`src/rtl/tone_pkg.sv`:
```
// Shared constants and state type for the FFT peak-bin tracker.
package tone_pkg;

  localparam int NFFT_DEF   = 1024;
  localparam int DATA_W_DEF = 16;
  localparam int MAG_W_DEF  = 2*DATA_W_DEF + 1;

  typedef enum logic {
    SEARCH = 1'b0,
    RESYNC = 1'b1
  } peak_state_t;

endpackage

```
`src/rtl/fft_mag_sq.sv`:
```
// fft_mag_sq: two-stage pipelined |X|^2 = re*re + im*im with an opaque
// sideband (bin index and frame tags) travelling alongside the valid tag.
module fft_mag_sq
  import tone_pkg::*;
#(
  parameter int DATA_W = DATA_W_DEF,
  parameter int MAG_W  = MAG_W_DEF,
  parameter int SB_W   = 1
) (
  input  logic                     clk_in,
  input  logic                     rst_in,
  input  logic                     vld_p0,
  input  logic signed [DATA_W-1:0] re_p0,
  input  logic signed [DATA_W-1:0] im_p0,
  input  logic [SB_W-1:0]          sb_p0,
  output logic                     vld_p2,
  output logic [MAG_W-1:0]         mag_p2,
  output logic [SB_W-1:0]          sb_p2
);

  logic                       vld_p1;
  logic signed [2*DATA_W-1:0] re_sq_p1;
  logic signed [2*DATA_W-1:0] im_sq_p1;
  logic [SB_W-1:0]            sb_p1;

  // Squares are never negative, so both terms zero-extend into the wider sum.
  function automatic logic [MAG_W-1:0] mag_sum(input logic signed [2*DATA_W-1:0] a,
                                               input logic signed [2*DATA_W-1:0] b);
    return MAG_W'($unsigned(a)) + MAG_W'($unsigned(b));
  endfunction

  // Stage p1: signed squares of both components.
  always_ff @(posedge clk_in) begin
    if (rst_in) vld_p1 <= 1'b0;
    else        vld_p1 <= vld_p0;
    if (vld_p0) begin
      re_sq_p1 <= re_p0 * re_p0;
      im_sq_p1 <= im_p0 * im_p0;
      sb_p1    <= sb_p0;
    end
  end

  // Stage p2: unsigned magnitude-squared sum.
  always_ff @(posedge clk_in) begin
    if (rst_in) vld_p2 <= 1'b0;
    else        vld_p2 <= vld_p1;
    if (vld_p1) begin
      mag_p2 <= mag_sum(re_sq_p1, im_sq_p1);
      sb_p2  <= sb_p1;
    end
  end

endmodule

```
`src/rtl/fft_peak_bin_tracker.sv`:
```
// fft_peak_bin_tracker: finds the strongest bin of each FFT frame and
// publishes (bin, |X|^2) through a one-entry output slot.
// Optional feature macro: PEAK_SILENCE_EN adds mag_thresh_in; a frame whose
// maximum is below the threshold (sampled at tlast) publishes bin 0 / mag 0.
module fft_peak_bin_tracker
  import tone_pkg::*;
#(
  parameter int  NFFT    = NFFT_DEF,
  parameter int  DATA_W  = DATA_W_DEF,
  parameter int  MIN_BIN = 2,
  parameter int  MAX_BIN = NFFT/2 - 1,
  localparam int BIN_W   = $clog2(NFFT),
  localparam int MAG_W   = 2*DATA_W + 1
) (
  input  logic                clk_in,
  input  logic                rst_in,
  input  logic [2*DATA_W-1:0] fft_tdata,
  input  logic                fft_tvalid,
  input  logic                fft_tlast,
`ifdef PEAK_SILENCE_EN
  input  logic [MAG_W-1:0]    mag_thresh_in,
`endif
  output logic [BIN_W-1:0]    peak_bin,
  output logic [MAG_W-1:0]    peak_mag,
  output logic                peak_valid,
  input  logic                peak_ready,
  output logic                frame_err,
  output logic                overrun
);

  // Sideband layout: {bin, srch (compare allowed), pub (publish), clr (frame end)}
  localparam int SB_W = BIN_W + 3;

  peak_state_t      state;
  logic [BIN_W-1:0] cnt;
  logic             searching;
  logic             at_end;
  logic             srch_in;
  logic             pub_in;
  logic             clr_in;

  logic                     vld_p0;
  logic signed [DATA_W-1:0] re_p0;
  logic signed [DATA_W-1:0] im_p0;
  logic [SB_W-1:0]          sb_p0;

  logic             vld_p2;
  logic [MAG_W-1:0] mag_p2;
  logic [SB_W-1:0]  sb_p2;
  logic [BIN_W-1:0] bin_p2;
  logic             srch_p2;
  logic             pub_p2;
  logic             clr_p2;

  logic             have;
  logic [MAG_W-1:0] max_mag;
  logic [BIN_W-1:0] max_bin;
  logic             in_range;
  logic             upd;
  logic [MAG_W-1:0] nxt_mag;
  logic [BIN_W-1:0] nxt_bin;
  logic             silent;
  logic             pub_now;
  logic [BIN_W-1:0] res_bin;
  logic [MAG_W-1:0] res_mag;

  // Beat classification at the input, resolved against the current FSM state.
  // A beat at the last count without tlast is the overlong-frame error beat
  // and is excluded from the search.
  assign searching = (state == SEARCH);
  assign at_end    = (cnt == BIN_W'(NFFT - 1));
  assign pub_in    = searching && fft_tlast && at_end;
  assign clr_in    = fft_tlast || (searching && at_end);
  assign srch_in   = searching && (fft_tlast || !at_end);

  // Frame framing FSM: bin counter, SEARCH/RESYNC state, frame_err pulse.
  always_ff @(posedge clk_in) begin
    if (rst_in) begin
      state     <= SEARCH;
      cnt       <= '0;
      frame_err <= 1'b0;
    end else begin
      frame_err <= 1'b0;
      if (fft_tvalid) begin
        cnt <= fft_tlast ? '0 : cnt + BIN_W'(1);
        case (state)
          SEARCH: begin
            if (fft_tlast && !at_end) begin
              frame_err <= 1'b1;
            end else if (!fft_tlast && at_end) begin
              frame_err <= 1'b1;
              state     <= RESYNC;
            end
          end
          RESYNC: begin
            if (fft_tlast) state <= SEARCH;
          end
          default: state <= SEARCH;
        endcase
      end
    end
  end

  // Stage p0: register input components with bin index and frame tags.
  always_ff @(posedge clk_in) begin
    if (rst_in) vld_p0 <= 1'b0;
    else        vld_p0 <= fft_tvalid;
    if (fft_tvalid) begin
      re_p0 <= fft_tdata[DATA_W-1:0];
      im_p0 <= fft_tdata[2*DATA_W-1:DATA_W];
      sb_p0 <= {cnt, srch_in, pub_in, clr_in};
    end
  end

  fft_mag_sq #(
    .DATA_W (DATA_W),
    .MAG_W  (MAG_W),
    .SB_W   (SB_W)
  ) u_mag (
    .clk_in (clk_in),
    .rst_in (rst_in),
    .vld_p0 (vld_p0),
    .re_p0  (re_p0),
    .im_p0  (im_p0),
    .sb_p0  (sb_p0),
    .vld_p2 (vld_p2),
    .mag_p2 (mag_p2),
    .sb_p2  (sb_p2)
  );

  // Stage p2 output: running-max compare (strict, so ties keep the lowest bin).
  assign bin_p2   = sb_p2[SB_W-1:3];
  assign srch_p2  = sb_p2[2];
  assign pub_p2   = sb_p2[1];
  assign clr_p2   = sb_p2[0];
  assign in_range = (bin_p2 >= BIN_W'(MIN_BIN)) && (bin_p2 <= BIN_W'(MAX_BIN));
  assign upd      = vld_p2 && srch_p2 && in_range && (!have || (mag_p2 > max_mag));
  assign nxt_mag  = upd ? mag_p2 : max_mag;
  assign nxt_bin  = upd ? bin_p2 : max_bin;
  assign pub_now  = vld_p2 && pub_p2;

`ifdef PEAK_SILENCE_EN
  logic [MAG_W-1:0] thresh_q;

  // Threshold captured with the good tlast beat; the next one is a frame away.
  always_ff @(posedge clk_in) begin
    if (fft_tvalid && pub_in) thresh_q <= mag_thresh_in;
  end

  assign silent = (nxt_mag < thresh_q);
`else
  assign silent = 1'b0;
`endif

  assign res_bin = silent ? '0 : nxt_bin;
  assign res_mag = silent ? '0 : nxt_mag;

  // Running maximum: first in-range bin loads unconditionally, cleared at frame end.
  always_ff @(posedge clk_in) begin
    if (rst_in) begin
      have    <= 1'b0;
      max_mag <= '0;
      max_bin <= '0;
    end else if (vld_p2) begin
      if (clr_p2) begin
        have    <= 1'b0;
        max_mag <= '0;
        max_bin <= '0;
      end else if (upd) begin
        have    <= 1'b1;
        max_mag <= mag_p2;
        max_bin <= bin_p2;
      end
    end
  end

  // Output slot: load when empty or drained this cycle, otherwise drop and flag overrun.
  always_ff @(posedge clk_in) begin
    if (rst_in) begin
      peak_valid <= 1'b0;
      overrun    <= 1'b0;
      peak_bin   <= '0;
      peak_mag   <= '0;
    end else if (pub_now) begin
      if (!peak_valid || peak_ready) begin
        peak_valid <= 1'b1;
        peak_bin   <= res_bin;
        peak_mag   <= res_mag;
      end else begin
        overrun <= 1'b1;
      end
    end else if (peak_valid && peak_ready) begin
      peak_valid <= 1'b0;
    end
  end

endmodule

```
`config.mk`:
```
export PLATFORM = sky130hd
export DESIGN_NAME = fft_peak_bin_tracker
export DESIGN_NICKNAME = d
export VERILOG_FILES = /design/src/rtl/tone_pkg.sv /design/src/rtl/fft_mag_sq.sv /design/src/rtl/fft_peak_bin_tracker.sv
export SDC_FILE = /design/constraint.sdc
export NUM_CORES = 2
export LEC_CHECK = 0
export BUFFER_PORTS_ARGS = -buffer_cell sky130_fd_sc_hd__buf_4
export CORE_AREA = 2 2 299 183
export DETAILED_ROUTE_END_ITERATION = 8
export DIE_AREA = 0 0 301 185
export PLACE_DENSITY = 0.8
export REMOVE_ABC_BUFFERS = 1
export SYNTH_ARGS = -nofsm -noshare
export SYNTH_HDL_FRONTEND = slang
export SYNTH_SLANG_ARGS = --single-unit
```
`constraint.sdc`:
```
create_clock -name clk_in -period 18.58 [get_ports clk_in]
set_clock_uncertainty 0.15 [all_clocks]
set_input_delay 1.858 -clock clk_in [delete_from_list [all_inputs] [get_ports clk_in]]
set_output_delay 1.858 -clock clk_in [all_outputs]
set_load 0.03 [all_outputs]
```
# [Word-level counts from Yosys, hierarchy flattened]
# Cells that the tools add are included.
[totals] reg_bits=272 input_bits=37
[op_classes] n_reduce_logical=27 n_mul=2 eq_ne=2 muxes=15 bitwise_logic=3 n_lt_le_gt_ge=3 n_addsub=2
[ops] operator="$mux 33" count=2
[ops] operator="$mul 16x16->32" count=2
[ops] operator="$add 32x32->33" count=1
[ops] operator="$gt 33x33->1" count=1
[ops] operator="$mux 10" count=3
[ops] operator="$logic_and 1x1->1" count=12
[ops] operator="$add 10x1->10 const B" count=1
[ops] operator="$eq 10x10->1 const B" count=1
[ops] operator="$ge 10x2->1 const B" count=1
[ops] operator="$le 10x9->1 const B" count=1
[ops] operator="$mux 1" count=9
[ops] operator="$reduce_and 2->1" count=4
[ops] operator="$logic_not 1->1" count=4
[ops] operator="$logic_or 1x1->1" count=4
[ops] operator="$reduce_bool 2->1" count=2
[ops] operator="$not 1->1" count=3
[ops] operator="$reduce_or 3->1" count=1
[ops] operator="$ne 2x1->1 const B" count=1
[ops] operator="$pmux 1 s2" count=1

# [Depth between registers and ports, before layout]
[logic_depth] word_depth=6 depth_mapped=24 mapped_depth_nobuf=23

# [Cells and area by module]
# Synthesis repeated with hierarchy kept, for this count alone.
[unflattened] hier_cells=2777 area_unflattened_um2=28895.2
[modules_own_cells] mod="fft_mag_sq" area_each_um2=22738.1 cells_per_inst=2241 n_inst=1
[modules_own_cells] mod="fft_peak_bin_tracker" area_each_um2=6157.2 cells_per_inst=536 n_inst=1

# [Least setup slack after synthesis]
# No wires, ideal clock.
[synth_timing] path_kind="flip-flop to flip-flop" from="reg im_p0[15]" to="reg u_mag.im_sq_p1[31], data pin" period_less_slack_ns=6.434 arrival_ns=6.126 setup_ns=0.158 path_stages_with_launch=21 setup_slack_ns=12.146 cell_sequence="edfxtp_1 clkbuf_1 inv_1 buf_1 nor2_1 fa_1 fa_1 fa_1 fa_1 fa_1 inv_1 fa_1 inv_1 ha_1 a21oi_1 o221a_2 o22ai_1 nor3_1 nor3_1 or2_2 o211ai_1"
[synth_via] elab_chain_len=1
[synth_rtl] item="start, declared" line="fft_peak_bin_tracker.sv:44" source="logic signed [DATA_W-1:0] im_p0;"
[synth_rtl] item="start signal, assigned" line="fft_peak_bin_tracker.sv:110" source="im_p0 <= fft_tdata[2*DATA_W-1:DATA_W];"
[synth_rtl] item="$mul 16x16->32" line="fft_mag_sq.sv:38" source="im_sq_p1 <= im_p0 * im_p0;"
[synth_rtl] item="end signal, assigned" line="fft_mag_sq.sv:38"
[synth_rtl] item="end, declared" line="fft_mag_sq.sv:23" source="logic signed [2*DATA_W-1:0] im_sq_p1;"
# No other way between the ends.
# A chain may end at the register's enable or synchronous reset.

# [Worst setup path after layout]
[layout_timing] from="reg im_p0[8]" to="reg u_mag.im_sq_p1[31], data pin"
# Same word-level chain as after synthesis.

==> flow_metrics.env <==
export IMPL_hp_class="reg2reg"
export IMPL_vias_per_cell=5.362
export IMPL_synthFlopType="edfxtp_1"
export IMPL_cts_tree="yes"
export IMPL_hold_end="u_mag.sb_p1[4]$_DFFE_PP_"
export IMPL_place_congestion=0.9545
export IMPL_reg2reg_to="u_mag.im_sq_p1[31]$_DFFE_PP_"
export IMPL_ys_ff_latch=270
export IMPL_reg2regPathDepth=22
export IMPL_synth_async_reset_ratio=0
export IMPL_timing_final_ws_setup_ps=11000
export IMPL_die_w_microns=301
export IMPL_tightest_slew_ps=1091
export IMPL_final_common_cell="inv_1"
export IMPL_critPathMaxFanout=14
export IMPL_path_clk_slew_ps=70
export IMPL_track_usage=0.2315
export IMPL_fillerInstances=4425
export IMPL_grt_start_max_net_pins=86
export IMPL_drc_errors=0
export IMPL_drt_wl_total_microns=60980
export IMPL_ios=83
export IMPL_first_iter_violations=1703
export IMPL_hold_slack_ps=269.8
export IMPL_synth_edf_count=166
export IMPL_port_buffers=82
export IMPL_path_class="reg2reg"
export IMPL_ant_nets=0
export IMPL_setup_tns_final_ps=0
export IMPL_r2r_start="im_p0[8]$_DFFE_PP_"
export IMPL_postCtsSetupRepairBufs=0
export IMPL_clk_path_buf_depth=3
export IMPL_fin_crit_sh=0.4080
export IMPL_dpl_worst_slack_ps=11090
export IMPL_die_h_microns=185
export IMPL_yosys_warnings=0
export IMPL_maxSlewHeadroom=0.2729
export IMPL_period_minus_slack_ps=7580
export IMPL_grt_ovfl_total=0
export IMPL_antenna_found_initial=1
export IMPL_hold_buffers=0
export IMPL_start_kind="flop"
export IMPL_rrSetupSlack_ps=11000
export IMPL_wire_per_inst_microns=16.59
export IMPL_core_sq_mm=0.05326
export IMPL_start_util=0.5428
export IMPL_diodes=0
export IMPL_h_tree_depth=1
export IMPL_hold_start="sb_p0[4]$_DFFE_PP_"
export IMPL_dr_pass1_iters=6
export IMPL_grt_pass1_wl_microns=103400
export IMPL_rows=66
export IMPL_crit_path_end_kind="flop"
export IMPL_cp_required_ps=18840
export IMPL_cts_root_buf="clkbuf_16"
export IMPL_arrival_ps=7840
export IMPL_syn_cell_area_sq_mm=0.02891
export IMPL_cts_resized=0
export IMPL_nets=3690
export IMPL_clock_fmax_mhz=131.9
export IMPL_cts_sinks=270
export IMPL_min_path_cells=0
export IMPL_synth_cells=2917
export IMPL_flow_area_growth_from_synthesis_pct=7.595
export IMPL_die_area_sq_mm=0.05569
export IMPL_synth_seq_area_share=0.2444
export IMPL_cap_violations=0
export IMPL_setup_viol=0
export IMPL_final_cell_mix="inv_1, fa_1, nand2_1"
export IMPL_grt_setup_unrepaired="no"
export IMPL_hpwlAfterDp_microns=48610
export IMPL_layout_drive_gt1_share=0.05775
export IMPL_clock_latency_ps=600
export IMPL_grt_pass1_vias=20340
export IMPL_syn_avg_cell_area_sq_um=9.912
export IMPL_finalHoldViolCount=0
export IMPL_synth_distinct_cells=58
export IMPL_status="completed"
export IMPL_numCtsBuffers=28
export IMPL_via_count=19710
export IMPL_slew_viol_final=0
==> worst max-delay path, cell delays in order (launching register included) <==
cell	delay, ps
edfxtp_1	710
inv_1	270
nor2_1	270
inv_1	80
fa_1	480
inv_1	50
fa_1	500
inv_1	50
fa_1	540
inv_1	50
fa_1	450
fa_1	490
inv_1	50
fa_1	490
inv_1	50
ha_1	320
and3_1	220
a311oi_1	740
o22ai_1	220
nor3_1	550
nor3_1	160
or2_2	330
o211ai_1	180
==> synthesized netlist by cell type (all sizes together), types with 12 or more instances <==
library cell	n	area, sq um
inv	665	2496
fa	468	9369
nand2	264	991.0
ha	246	3078
nor2	172	648.1
edfxtp	166	4985
a21oi	118	590.6
nand3	110	550.5
dfxtp	104	2082
xnor2	90	788.3
clkbuf	79	296.5
and2	75	469.2
a311oi	45	411.7
o21ai	39	195.2
xor2	33	289.0
a21o	31	232.7
buf	19	78.83
nor3	19	95.09
nor2b	17	106.4
o21bai	16	120.1
and3	13	81.33
nand4	12	75.07
==> flip-flops by register name, indices dropped and copies added, names as in the netlist, 10 cells and up <==
register	cells
re_p0	16
u_mag.sb_p1	13
peak_mag	33
im_p0	16
u_mag.mag_p2	33
peak_bin	10
u_mag.im_sq_p1	31
sb_p0	13
u_mag.re_sq_p1	31
cnt	10
max_bin	10
u_mag.sb_p2	13
max_mag	33
==> layout make-up <==
type                            count  area (sq um)  area share
Tap cell                          714         893.4     0.02872
Multi-Input combinational cell   1884         18990      0.6106
Sequential cell                   270          7072      0.2273
Inverter                          665          2496     0.08024
Timing Repair Buffer               90         675.6     0.02172
Clock inverter                     20         209.0    0.006717
Clock buffer                       32         768.2     0.02470
==> cell families (layout without fill, tap and decap cells) <==
logic type,after synthesis,in the layout,share of synthesized area
AND/OR/NAND/NOR,721,721,0.1135
flip-flops,270,270,0.2444
buffers and inverters,763,807,0.09932
XOR/XNOR,123,123,0.03726
adder cells (fa/ha/maj),714,714,0.4305
AO/OA/AOI/OAI,322,322,0.07365
multiplexers,4,4,0.001385
==> stage by stage <==
step,instance area (sq um),std cells,util
4_1_cts,31110,3675,0.5841
5_1_grt,31110,3675,0.5841
3_3_place_gp,30130,3623,0.5657
6_report,31110,3675,0.5841
3_5_place_dp,30130,3623,0.5657
2_1_floorplan,28540,2819,-
==> per-layer routing <==
| layer | GRT usage | wire (microns) | vias up |
|---|---|---|---|
| met3 | 0.02838 | 4392 | 54 |
| met4 | 0.03144 | 710 | 0 |
| li1 | - | - | 9228 |
| met5 | 0 | 0 | - |
| met2 | 0.3662 | 27610 | 687 |
| met1 | 0.3514 | 28270 | 9736 |
==> worst max-delay path by stage <==
stage	slack, ps	cells past startpoint	start	end
after floorplan	12110	18	im_p0[15]$_DFFE_PP_	u_mag.im_sq_p1[31]$_DFFE_PP_
after global placement	11310	22	im_p0[8]$_DFFE_PP_	u_mag.im_sq_p1[31]$_DFFE_PP_
after detailed placement	11090	22	im_p0[8]$_DFFE_PP_	u_mag.im_sq_p1[31]$_DFFE_PP_
after CTS	11080	22	im_p0[8]$_DFFE_PP_	u_mag.im_sq_p1[31]$_DFFE_PP_
after global routing	10590	18	im_p0[15]$_DFFE_PP_	u_mag.im_sq_p1[31]$_DFFE_PP_
final	11000	22	im_p0[8]$_DFFE_PP_	u_mag.im_sq_p1[31]$_DFFE_PP_
Power is not shown: default switching activity piles up to over one toggle a cycle in this logic, so the estimate is an artifact.
